[config.mk]
export PLATFORM = sky130hd
export DESIGN_NAME = clock_set_ctrl
export DESIGN_NICKNAME = d
export VERILOG_FILES = /design/src/rtl/clock_set_ctrl.sv
export SDC_FILE = /design/constraint.sdc
export NUM_CORES = 1
export LEC_CHECK = 0
export ABC_AREA = 1
export CAP_MARGIN = 30
export CORE_ASPECT_RATIO = 1.25
export CORE_UTILIZATION = 50
export CTS_CLUSTER_DIAMETER = 50
export DETAILED_ROUTE_END_ITERATION = 10
export MAX_ROUTING_LAYER = met4
export PLACE_DENSITY = 0.74
export SYNTH_ARGS = -nofsm -noshare
export SYNTH_HDL_FRONTEND = slang
export SYNTH_SLANG_ARGS = --single-unit
[constraint.sdc]
create_clock -name clk -period 2.9 [get_ports clk]
set_input_delay 0.435 -clock clk [delete_from_list [all_inputs] [get_ports clk]]
set_output_delay 0.435 -clock clk [all_outputs]
set_load 0.005 [all_outputs]
[src/rtl/clock_set_ctrl.sv]
// Time-of-day sequencing controller: 1 Hz prescaler, hh/mm/ss edit mode FSM,
// commit-as-parallel-load to the BCD counter chain, and display/blink steering.
module clock_set_ctrl #(
    parameter int TICK_DIV  = 100_000_000,
    parameter int BLINK_DIV = 50_000_000
) (
    input  logic       clk,
    input  logic       rst,
    input  logic       run_en,
    input  logic       btn_mode,
    input  logic       btn_inc,
    input  logic       btn_dec,
    input  logic [7:0] cur_hour,
    input  logic [7:0] cur_min,
    input  logic [7:0] cur_sec,
    output logic       tick_en,
    output logic       load,
    output logic [7:0] load_hour,
    output logic [7:0] load_min,
    output logic [7:0] load_sec,
    output logic [1:0] edit_sel,
    output logic       blink,
    output logic [7:0] disp_hour,
    output logic [7:0] disp_min,
    output logic [7:0] disp_sec
);

    localparam int TW = $clog2(TICK_DIV);
    localparam int BW = (BLINK_DIV > 1) ? $clog2(BLINK_DIV) : 1;
    localparam logic [TW-1:0] TICK_LAST  = TW'(TICK_DIV - 1);
    localparam logic [BW-1:0] BLINK_LAST = BW'(BLINK_DIV - 1);

    typedef enum logic [2:0] {RUN, SET_H, SET_M, SET_S, COMMIT} state_t;

    state_t        state_q, state_d;
    logic [TW-1:0] presCnt_q, presCnt_d;
    logic [BW-1:0] blinkCnt_q;
    logic          blink_q, load_q;
    logic [1:0]    editSel_q;
    logic [7:0]    editHour_q, editMin_q, editSec_q;
    logic [7:0]    editHour_d, editMin_d, editSec_d;
    logic          inSet_q, inSet_d, enterSet;

    // One BCD step with wrap at maxTens:maxUnits; anything not a legal value restarts at 00.
    function automatic logic [7:0] bcdStep(input logic [7:0] v, input logic up,
                                           input logic [3:0] maxTens, input logic [3:0] maxUnits);
        logic       valid;
        logic [7:0] res;
        valid = (v[3:0] <= 4'd9) &&
                ((v[7:4] < maxTens) || ((v[7:4] == maxTens) && (v[3:0] <= maxUnits)));
        if (!valid)
            res = 8'h00;
        else if (up) begin
            if (v == {maxTens, maxUnits})
                res = 8'h00;
            else if (v[3:0] == 4'd9)
                res = {4'(v[7:4] + 4'd1), 4'd0};
            else
                res = {v[7:4], 4'(v[3:0] + 4'd1)};
        end else begin
            if (v == 8'h00)
                res = {maxTens, maxUnits};
            else if (v[3:0] == 4'd0)
                res = {4'(v[7:4] - 4'd1), 4'd9};
            else
                res = {v[7:4], 4'(v[3:0] - 4'd1)};
        end
        return res;
    endfunction

    always_comb begin
        state_d = state_q;
        case (state_q)
            RUN:     if (btn_mode) state_d = SET_H;
            SET_H:   if (btn_mode) state_d = SET_M;
            SET_M:   if (btn_mode) state_d = SET_S;
            SET_S:   if (btn_mode) state_d = COMMIT;
            COMMIT:  state_d = RUN;
            default: state_d = RUN;
        endcase
    end

    assign inSet_q  = (state_q == SET_H) || (state_q == SET_M) || (state_q == SET_S);
    assign inSet_d  = (state_d == SET_H) || (state_d == SET_M) || (state_d == SET_S);
    assign enterSet = inSet_d && (state_d != state_q);

    // Mode advance takes priority over inc/dec; inc and dec together cancel.
    always_comb begin
        editHour_d = editHour_q;
        editMin_d  = editMin_q;
        editSec_d  = editSec_q;
        if (state_q == RUN && btn_mode) begin
            editHour_d = cur_hour;
            editMin_d  = cur_min;
            editSec_d  = cur_sec;
        end else if (inSet_q && !btn_mode && (btn_inc ^ btn_dec)) begin
            case (state_q)
                SET_H:   editHour_d = bcdStep(editHour_q, btn_inc, 4'd2, 4'd3);
                SET_M:   editMin_d  = bcdStep(editMin_q,  btn_inc, 4'd5, 4'd9);
                SET_S:   editSec_d  = bcdStep(editSec_q,  btn_inc, 4'd5, 4'd9);
                default: ;
            endcase
        end
    end

    always_comb begin
        presCnt_d = '0;
        if (state_q == RUN && state_d == RUN) begin
            if (!run_en)
                presCnt_d = presCnt_q;
            else if (presCnt_q != TICK_LAST)
                presCnt_d = presCnt_q + TW'(1);
        end
    end

    // Outputs tied to the mode are registered from the next state so they line up with state_q.
    always_ff @(posedge clk) begin
        if (rst) begin
            state_q    <= RUN;
            presCnt_q  <= '0;
            blinkCnt_q <= '0;
            blink_q    <= 1'b0;
            load_q     <= 1'b0;
            editSel_q  <= 2'd0;
            editHour_q <= 8'h00;
            editMin_q  <= 8'h00;
            editSec_q  <= 8'h00;
        end else begin
            state_q    <= state_d;
            presCnt_q  <= presCnt_d;
            editHour_q <= editHour_d;
            editMin_q  <= editMin_d;
            editSec_q  <= editSec_d;
            load_q     <= (state_d == COMMIT);
            case (state_d)
                SET_H:   editSel_q <= 2'd1;
                SET_M:   editSel_q <= 2'd2;
                SET_S:   editSel_q <= 2'd3;
                default: editSel_q <= 2'd0;
            endcase
            if (enterSet) begin
                blink_q    <= 1'b1;
                blinkCnt_q <= '0;
            end else if (inSet_d) begin
                if (blinkCnt_q == BLINK_LAST) begin
                    blinkCnt_q <= '0;
                    blink_q    <= ~blink_q;
                end else begin
                    blinkCnt_q <= blinkCnt_q + BW'(1);
                end
            end else begin
                blink_q    <= 1'b0;
                blinkCnt_q <= '0;
            end
        end
    end

    assign tick_en   = (state_q == RUN) && run_en && (presCnt_q == TICK_LAST);
    assign load      = load_q;
    assign edit_sel  = editSel_q;
    assign blink     = blink_q;
    assign load_hour = editHour_q;
    assign load_min  = editMin_q;
    assign load_sec  = editSec_q;
    assign disp_hour = inSet_q ? editHour_q : cur_hour;
    assign disp_min  = inSet_q ? editMin_q  : cur_min;
    assign disp_sec  = inSet_q ? editSec_q  : cur_sec;

endmodule
==> flow_metrics.env, run 1 <==
export IMPL_tightest_slew_margin_relative_to_the_limit=0.649
export IMPL_viasPerCell=5.27
export IMPL_pd_cells_nw_per_um2=464
export IMPL_post_drt_wl_per_cell_um=12.8
export IMPL_std_cell_rows=43
export IMPL_syn_mean_instance_area_um2=6.32
export IMPL_dieWidth_um=97.3
export IMPL_number_of_violations_of_the_max_capacitance_limit=0
export IMPL_post_cts_resized=0
export IMPL_cp_peak_stage_delay_ns=0.55
export IMPL_cts_sinks=84
export IMPL_synth_top_cells_by_count="235 x nand2_1, 151 x nor2_1, 84 x dfxtp_1, 83 x inv_1, 68 x nand3_1"
export IMPL_vias_in_the_first_global_route=5376
export IMPL_synth_warnings=0
export IMPL_start_kind="register"
export IMPL_worstHoldPathType="reg -> reg"
export IMPL_crit_path_cell_trace="o21ai_4 -> buf_4 -> nand2_1 -> o21ai_0 -> clkdlybuf4s50_1"
export IMPL_fin_tns_setup_ns=0
export IMPL_grt_first_pass_wirelength_um=24100
export IMPL_final_report_max_slew_violation_count=0
export IMPL_initial_utilization=0.512
export IMPL_worst_skew_pair_late_latency_ns=0.34
export IMPL_syn_area_um2=5670
export IMPL_wl_um=14300
export IMPL_final_net_count=1023
export IMPL_synthArstFlopShare=0
export IMPL_static_leakage_power_uw=0.00283
export IMPL_postSynthRegisterBits=84
export IMPL_fmax_mhz=383
export IMPL_grt_start_max_net_pins=28
export IMPL_floorplan_core_area_um2=11100
export IMPL_holdWs_ns=0.469
export IMPL_fin_crit_sh=0.900
export IMPL_arrival_worst_endpoint_ns=2.18
export IMPL_synthTopCellsByArea="dfxtp_1 30%, nand2_1 16%, nor2_1 10%"
export IMPL_syn_num_nets=944
export IMPL_cts_setup_buffers=0
export IMPL_synth_distinct_cells=46
export IMPL_timing_critical_path_buf_inv=2
export IMPL_ios=83
export IMPL_clockBufferDepth=2
export IMPL_grt_setup_unrepaired="false"
export IMPL_clk_pin_slew_ns=0.06
export IMPL_drt_first_iter_violations=285
export IMPL_drc_errors_left=2
export IMPL_routed_via_count=5882
export IMPL_cts_hold_repair_buffers=0
export IMPL_floorplan_die_height_um=121
export IMPL_setup_worst_path_class="reg -> out"
export IMPL_synth_enable_flop_cells=0
export IMPL_delay_heaviest_family_cp="buffers and inverters"
export IMPL_critical_path_required_ns=2.47
export IMPL_syn_instance_count=897
export IMPL_antenna_found_initial=0
export IMPL_die_area_um2=11800
export IMPL_drt_antenna_violating_nets=0
export IMPL_dpl_instance_area_um2=6610
export IMPL_design_area_um2=6880
export IMPL_area_growth_synth_to_final_pct=21.3
export IMPL_seq_area_frac_synth=0.296
export IMPL_crit_fanout=18
export IMPL_numPlacedInstances=1100
export IMPL_cp_end_kind="output pin"
export IMPL_ir_worst_vdd_v=0.000292
export IMPL_timing_final_crit_period_ns=2.61
export IMPL_detailedRoute_firstPassIterationCount=8
export IMPL_place_gp_congestion=0.925
export IMPL_cts_tree="yes"
export IMPL_tritoncts_buffer_count=9
export IMPL_cts_htree_levels=3
export IMPL_clk_root_buffer_cell="clkbuf_16"
export IMPL_io_buffer_count=82
export IMPL_post_synth_top_area_fraction=0.296
export IMPL_skew_ns=0.0114
export IMPL_run_status="finished with violations"
export IMPL_hold_viol=0
export IMPL_synth_top_flop_cell="dfxtp_1"
export IMPL_timing_critical_path_slowest_stage_cell="clkdlybuf4s50_1"
export IMPL_tot_gr_track_use=0.253
export IMPL_layout_cells_sized_above_1=0.0642
export IMPL_place_detailed_hpwl_um=10700
export IMPL_yosysMostFrequentCell="nand2_1"
export IMPL_failed_checks="design-rule violations"
export IMPL_worst_pin_slew_ns=0.526
export IMPL_setup_viol_count_final=0
export IMPL_gr_total_overflow=0
export IMPL_antenna_cells=0
export IMPL_stdcell_count=1116
export IMPL_synth_largest_area_cell="dfxtp_1"
## path summary, 6_finish.rpt
path                                     from       endpoint  slack [ns]  cells past startpoint
worst max-delay path               state_q[0]    disp_sec[3]        0.29                      5
worst min-delay path            blinkCnt_q[0]  blinkCnt_q[0]        0.47                      1
worst max register to register    load_min[4]    load_min[5]        0.97                     10
worst min register to register  blinkCnt_q[0]  blinkCnt_q[0]        0.47                      1
## logic make-up (layout without fill, tap and decap cells)
family	count (synthesis)	in the layout	synth area share
DFF	84	84	0.296
adders and majority gates	17	17	0.0375
buffers and inverters	109	193	0.0785
xor gates and xnor gates	31	31	0.0479
and+or+nand+nor	549	549	0.440
AOI/OAI and AO/OA	107	107	0.100
## per-layer routing
layer / up-vias / global-route usage / part of all wire
met4: 0 / 0.0974 / 0.020
met5: - / - / 0
met2: 162 / 0.438 / 0.48
met3: 30 / 0.0386 / 0.050
met1: 2628 / 0.296 / 0.45
li1: 3062 / - / -
## state kept, by name, summed over array words and instances, names as in the netlist
register	cells
presCnt_q	27
blinkCnt_q	26
load_hour	8
load_min	8
load_sec	8
state_q	3
edit_sel	2
blink	1
load	1
## area by class of cell
cell class / count / area (µm²)
Sequential cell: 84 / 1680
Timing Repair Buffer: 89 / 873
Inverter: 88 / 330
Clock inverter: 7 / 51.3
Tap cell: 135 / 169
Multi-Input combinational cell: 704 / 3550
Clock buffer: 9 / 225
Fill cell: 1076 / 4200
## cell usage in the layout (no fill, tap or decap), types with 5 or more instances in the layout
| cell | instances |
|---|---|
| nand2_1 | 235 |
| nor2_1 | 151 |
| dfxtp_1 | 84 |
| inv_1 | 83 |
| clkdlybuf4s50_1 | 82 |
| nand3_1 | 68 |
| o21ai_0 | 52 |
| a21oi_1 | 40 |
| nor3_1 | 25 |
| xor2_1 | 23 |
| nand4_1 | 19 |
| ha_1 | 17 |
| nand2_2 | 9 |
| clkbuf_16 | 9 |
| xnor2_1 | 8 |
| buf_4 | 7 |
| a31oi_1 | 6 |
| nor3b_1 | 6 |
| nor2_2 | 5 |
## per-stage QoR
step / setup slack [ns] / power [µW] / utilization
2_1_floorplan: 1.26 / 1800 / -
3_3_place_gp: 0.561 / 2120 / 0.596
3_5_place_dp: 0.511 / 2120 / 0.596
4_1_cts: 0.295 / 3210 / 0.621
5_1_grt: 0.157 / 3360 / 0.621
6_report: 0.289 / 3190 / 0.621
## power breakdown
group | total (µW) | leakage [µW] | internal, µW | switching [µW]
Combinational | 841 | 0.00202 | 369 | 472
Sequential | 1270 | 0.000681 | 1200 | 67.9
Clock | 1090 | 0.000132 | 583 | 502
(Power assumes the default switching activity.)
==> run 2, diff against run 1 <==
Settings changed: CORE_MARGIN from default to 4.
==> run 2 against run 1 <==
The run now ends clean. Clock power up 21%. Cell count unchanged. Non-clock buffer count rose by 1. Core utilization rose by 0.63 points. Hold slack lost 0.0083 ns. Combinational power about the same. Clock skew fell by 0.0033 ns. Count of clock-buffer cells in the layout increased by 1. Sequential power barely moved. Cell area increased by 1.0%.
==> flow_metrics.env, run 2 (synthesis gave the netlist of run 1 again) <==
export IMPL_critical_path_top_cell_by_count="nor2_1"
export IMPL_design_area_um2=6950
export IMPL_most_common_cell_after_layout_fill_and_taps_aside="nand2_1"
export IMPL_layout_cells_sized_above_1=0.0642
export IMPL_power_internal_uw=2420
export IMPL_wl_met1_um=6170
export IMPL_grt_start_max_net_pins=29
export IMPL_post_cts_resized=0
export IMPL_cts_htree_levels=3
export IMPL_cp_end_kind="output pin"
export IMPL_clockBufferDepth=2
export IMPL_antenna_cells=0
export IMPL_setup_viol_count_final=0
export IMPL_seq_power_share=0.370
export IMPL_std_cell_rows=43
export IMPL_drt_antenna_violating_nets=0
export IMPL_fillerInstances=1072
export IMPL_cts_setup_buffers=0
export IMPL_floorplan_core_area_um2=11100
export IMPL_cts_hold_repair_buffers=0
export IMPL_area_growth_synth_to_final_pct=22.6
export IMPL_gr_total_overflow=0
export IMPL_worst_pin_slew_ns=0.516
export IMPL_timing_final_crit_period_ns=2.56
export IMPL_dieWidth_um=103
export IMPL_hold_viol=0
export IMPL_routed_wl_met2_um=6840
export IMPL_drc_errors_left=0
export IMPL_dpl_instance_area_um2=6620
export IMPL_crit_path_cell_trace="ha_1 -> nand2_1 -> inv_1 -> nand3_2 -> nor2_1 -> nand3_1 -> nor2_1 -> clkdlybuf4s50_1"
export IMPL_skew_ns=0.00817
export IMPL_delay_heaviest_family_cp="buffers and inverters"
export IMPL_arrival_worst_endpoint_ns=2.12
export IMPL_combinationalPowerShare=0.245
export IMPL_fmax_mhz=391
export IMPL_ir_worst_vdd_v=0.000286
export IMPL_worst_skew_pair_late_latency_ns=0.34
export IMPL_wl_um=14200
export IMPL_number_of_violations_of_the_max_capacitance_limit=0
export IMPL_place_gp_congestion=0.907
export IMPL_ios=83
export IMPL_fin_crit_sh=0.882
export IMPL_critical_path_required_ns=2.47
export IMPL_fin_tns_setup_ns=0
export IMPL_regMostFlops="presCnt_q"
export IMPL_grt_setup_unrepaired="false"
export IMPL_static_leakage_power_uw=0.00287
export IMPL_run_status="completed"
export IMPL_floorplan_die_height_um=127
export IMPL_start_kind="register"
export IMPL_sw_frac_of_total=0.291
export IMPL_power_switching_uw=997
export IMPL_io_buffer_count=82
export IMPL_final_report_max_slew_violation_count=0
export IMPL_crit_fanout=3
export IMPL_timing_critical_path_slowest_stage_cell="clkdlybuf4s50_1"
export IMPL_reg_largest_list="presCnt_q x27, blinkCnt_q x26"
export IMPL_cp_peak_stage_delay_ns=0.51
export IMPL_antenna_found_initial=0
export IMPL_vias_in_the_first_global_route=5170
export IMPL_tightest_slew_margin_relative_to_the_limit=0.656
export IMPL_detailedRoute_firstPassIterationCount=5
export IMPL_pd_cells_nw_per_um2=492
export IMPL_final_net_count=1024
export IMPL_totalPowerFinal_uw=3420
export IMPL_tot_gr_track_use=0.224
export IMPL_cts_tree="yes"
export IMPL_place_detailed_hpwl_um=10700
export IMPL_initial_utilization=0.512
export IMPL_clk_pin_slew_ns=0.06
export IMPL_grt_first_pass_wirelength_um=23500
export IMPL_clkPwrFrac=0.385
export IMPL_commonest_cells_after_routing_fill_and_taps_aside="235 x nand2_1, 151 x nor2_1, 84 x dfxtp_1"
export IMPL_tritoncts_buffer_count=9
export IMPL_routed_wl_met3_um=932
export IMPL_cts_sinks=84
export IMPL_clk_root_buffer_cell="clkbuf_16"
export IMPL_setup_worst_path_class="reg -> out"
export IMPL_routed_top_layer="met4"
export IMPL_post_drt_wl_per_cell_um=12.7
export IMPL_timing_critical_path_buf_inv=2
export IMPL_die_area_um2=13100
export IMPL_drt_first_iter_violations=266
export IMPL_largest_reg_flops=27
export IMPL_routed_via_count=5811
export IMPL_worstHoldPathType="reg -> reg"
export IMPL_viasPerCell=5.21
run 2: worst register-to-register path: cells and delay by family (launching register included):
family / cells / cell delay (ns)
DFF: 1 / 0.40
AOI/OAI and AO/OA: 1 / 0.34
buffers and inverters: 2 / 0.20
and+or+nand+nor: 6 / 0.62
adders and majority gates: 1 / 0.24
run 2: routing by layer:
metal,vias to the layer above,global-route usage
met5,-,-
met2,155,0.362
li1,3057,-
met3,20,0.0306
met1,2579,0.283
met4,0,0.0838
run 2: final timing paths:
path                                     from            end  slack (ns)  cells past startpoint
worst max-delay path             presCnt_q[0]        tick_en        0.34                      8
worst min register to register  blinkCnt_q[0]  blinkCnt_q[0]        0.46                      1
worst min-delay path            blinkCnt_q[0]  blinkCnt_q[0]        0.46                      1
worst max register to register    load_min[4]    load_min[5]        1.01                     10
run 2: area by class of cell:
type                       instances  area [µm²]  share of cell area
clock buffer                      10         239              0.0344
clock inverter                     5         100              0.0144
inverter                          88         330              0.0475
tap                              135         169              0.0243
sequential                        84        1680               0.242
timing repair buffer              90         881               0.127
multi-input combinational        704        3550               0.511
run 2: power groups by stage:
stage,Sequential (µW),Combinational (µW),Clock (µW)
final,1270,840,1320
after detailed placement,1290,838,0
after floorplan,1270,522,0
after CTS,1270,844,1340
after global routing,1270,954,1380
after global placement,1290,835,0
run 2: metrics by stage:
step | std cells | setup slack [ns] | hold WS, ns | utilization
final | 1116 | 0.341 | 0.461 | 0.627
after global routing | 1116 | 0.172 | 0.502 | 0.627
after floorplan | 897 | 1.26 | 0.430 | -
after detailed placement | 1101 | 0.634 | 0.452 | 0.597
after CTS | 1116 | 0.336 | 0.466 | 0.627
after global placement | 1101 | 0.635 | 0.444 | 0.597
==> run 3, diff against run 2 <==
Settings changed: ABC_AREA 1 to default, PLACE_DENSITY 0.74 to 0.75, SKIP_CTS_REPAIR_TIMING from default to 1.
==> run 3 against run 2 <==
Sequential share of layout area grew 1.6 points. Cell area shrank 5.6%. Non-clock buffer count grew 9. Count of clock-buffer cells in the layout unchanged. Setup slack lost 0.31 ns. Cell count down 23%. Register-to-register slack worse by 0.62 ns.
==> flow_metrics.env, run 3 <==
export IMPL_drt_antenna_violating_nets=0
export IMPL_synthArstFlopShare=0
export IMPL_detailedRoute_firstPassIterationCount=6
export IMPL_arrival_worst_endpoint_ns=2.44
export IMPL_cp_end_kind="output pin"
export IMPL_finalCoreUtilization=0.646
export IMPL_viasPerCell=5.94
export IMPL_tightest_slew_margin_relative_to_the_limit=0.303
export IMPL_floorplan_core_area_um2=10200
export IMPL_ir_worst_vdd_v=0.000369
export IMPL_syn_instance_count=653
export IMPL_drt_first_iter_violations=217
export IMPL_initial_utilization=0.517
export IMPL_synth_top_cells_by_count="91 x nor2_1, 84 x dfxtp_1, 51 x nand2_1, 31 x xnor2_1"
export IMPL_hold_viol=0
export IMPL_layout_cells_sized_above_1=0.0973
export IMPL_antenna_found_initial=0
export IMPL_clockBufferDepth=2
export IMPL_syn_area_um2=5250
export IMPL_clk_pin_slew_ns=0.06
export IMPL_grt_start_max_net_pins=42
export IMPL_place_gp_congestion=0.951
export IMPL_setup_viol_count_final=0
export IMPL_tritoncts_buffer_count=9
export IMPL_gr_total_overflow=0
export IMPL_sw_frac_of_total=0.300
export IMPL_start_kind="register"
export IMPL_die_area_um2=12200
export IMPL_routed_via_count=5101
export IMPL_most_common_cell_after_layout_fill_and_taps_aside="nor2_1"
export IMPL_fmax_mhz=348
export IMPL_yosysMostFrequentCell="nor2_1"
export IMPL_reg_largest_list="presCnt_q x27, blinkCnt_q x26"
export IMPL_synthTopCellsByArea="dfxtp_1 32%, nor2_1 6.5%, xnor2_1 5.2%"
export IMPL_cts_sinks=84
export IMPL_worstRegToRegCells=8
export IMPL_holdWs_ns=0.495
export IMPL_run_status="completed"
export IMPL_syn_mean_instance_area_um2=8.04
export IMPL_area_growth_synth_to_final_pct=24.9
export IMPL_combinationalPowerShare=0.259
export IMPL_pd_cells_nw_per_um2=515
export IMPL_final_net_count=772
export IMPL_worst_hold_path_endpoint="blinkCnt_q[0]"
export IMPL_number_of_violations_of_the_max_capacitance_limit=0
export IMPL_antenna_cells=0
export IMPL_worst_skew_pair_late_latency_ns=0.33
export IMPL_seq_power_share=0.393
export IMPL_post_synth_top_area_fraction=0.320
export IMPL_r2r_end="load_hour[6]"
export IMPL_drc_errors_left=0
export IMPL_synth_top_flop_cell="dfxtp_1"
export IMPL_std_cell_rows=41
export IMPL_io_buffer_count=82
export IMPL_vias_in_the_first_global_route=4848
export IMPL_dieWidth_um=99.7
export IMPL_ios=83
export IMPL_synth_warnings=0
export IMPL_skew_ns=0.00610
export IMPL_grt_first_pass_wirelength_um=22700
export IMPL_setup_worst_path_class="reg -> out"
export IMPL_reg2reg_slack_ns=0.39
export IMPL_synth_distinct_cells=73
export IMPL_crit_fanout=7
export IMPL_largest_reg_flops=27
export IMPL_floorplan_die_height_um=123
export IMPL_cts_htree_levels=3
export IMPL_worst_pin_slew_ns=1.04
export IMPL_fin_crit_sh=0.991
export IMPL_wl_um=13600
export IMPL_worstReg2RegStart="load_hour[1]"
export IMPL_post_drt_wl_per_cell_um=15.8
export IMPL_place_worst_setup_slack_ns=0.237
export IMPL_power_internal_uw=2370
export IMPL_postLayoutSetupSlackWorst_ns=0.0269
export IMPL_tot_gr_track_use=0.231
export IMPL_regMostFlops="presCnt_q"
export IMPL_place_detailed_hpwl_um=9710
export IMPL_critical_path_required_ns=2.47
export IMPL_timing_final_crit_period_ns=2.87
export IMPL_commonest_cells_after_routing_fill_and_taps_aside="91 x nor2_1, 82 x clkdlybuf4s50_1, 77 x dfxtp_1"
export IMPL_final_report_max_slew_violation_count=0
export IMPL_totalPowerFinal_uw=3380
export IMPL_fin_tns_setup_ns=0
export IMPL_cts_tree="yes"
export IMPL_clk_root_buffer_cell="clkbuf_16"
export IMPL_syn_num_nets=700
export IMPL_synth_largest_area_cell="dfxtp_1"
export IMPL_static_leakage_power_uw=0.00230
export IMPL_clkPwrFrac=0.348
export IMPL_holdPathStages=1
export IMPL_power_switching_uw=1010
export IMPL_seq_area_frac_synth=0.320
export IMPL_worstHoldPathType="reg -> reg"
export IMPL_timing_hold_worst_start="blinkCnt_q[0]"
export IMPL_synth_enable_flop_cells=0
export IMPL_postSynthRegisterBits=84
## run 3: cell types whose count changed after synthesis, sizes merged, moves of 23 or more
cell / delta
xnor2: +23
inv: -63
nor2: -69
o21ai: -27
nand2: -195
nand3: -44
## run 3: critical path, cell delays in order, from the launching register on
cell,delay (ns)
dfxtp_1,0.41
nand4_4,0.16
or4b_4,0.52
nor4_4,0.27
and4b_1,0.25
clkdlybuf4s50_1,0.50
## run 3: power groups by stage
stage	registers [µW]	clock network [µW]	logic (µW)
floorplan	1290	0	554
global placement	1350	0	852
CTS	1320	1200	871
finish	1330	1180	875
detailed placement	1350	0	865
global route	1340	1250	964
## run 3: layer usage
metal | part of all wire | global-route usage | vias to the layer above | routed length, µm
met2 | 0.50 | 0.399 | 159 | 6800
met3 | 0.046 | 0.0352 | 21 | 621
li1 | - | - | 2502 | -
met4 | 0.015 | 0.0470 | 0 | 198
met1 | 0.44 | 0.285 | 2419 | 5940
met5 | 0 | - | - | 0
## run 3: area by class of cell
class                   instances  area, µm²
fillers                       864       3600
inverters                      24       90.1
multi-input cells             507       3340
clock inverters                 6       71.3
clock buffers                  10        239
well taps                     129        161
repair buffers                 99        973
flip-flops and latches         84       1690
## run 3: cell families (layout without fill, tap and decap cells)
group | Yosys count | after routing | share of synthesized area
DFF | 84 | 84 | 0.320
buffers and inverters | 62 | 139 | 0.0517
xor gates and xnor gates | 57 | 57 | 0.0965
adders and majority gates | 17 | 17 | 0.0405
muxes | 17 | 17 | 0.0355
and+or+nand+nor | 293 | 293 | 0.292
AOI/OAI and AO/OA | 123 | 123 | 0.164
## run 3: per-stage QoR
stage / std cells / instance area, µm²
floorplan: 653 / 5250
global placement: 842 / 6200
detailed placement: 842 / 6200
CTS: 858 / 6510
global route: 859 / 6560
finish: 859 / 6560
## run 3: how the worst max path moves through the flow
| stage | start | endpoint | slack [ns] | cells past startpoint |
|---|---|---|---|---|
| after floorplan | state_q[0] | disp_min[1] | 0.78 | 4 |
| after global placement | btn_mode | load_hour[1] | 0.30 | 7 |
| after CTS | presCnt_q[3] | tick_en | -0.09 | 5 |
| after global routing | presCnt_q[6] | tick_en | -0.07 | 5 |
| after detailed placement | btn_mode | load_hour[1] | 0.24 | 7 |
| final | presCnt_q[6] | tick_en | 0.03 | 5 |
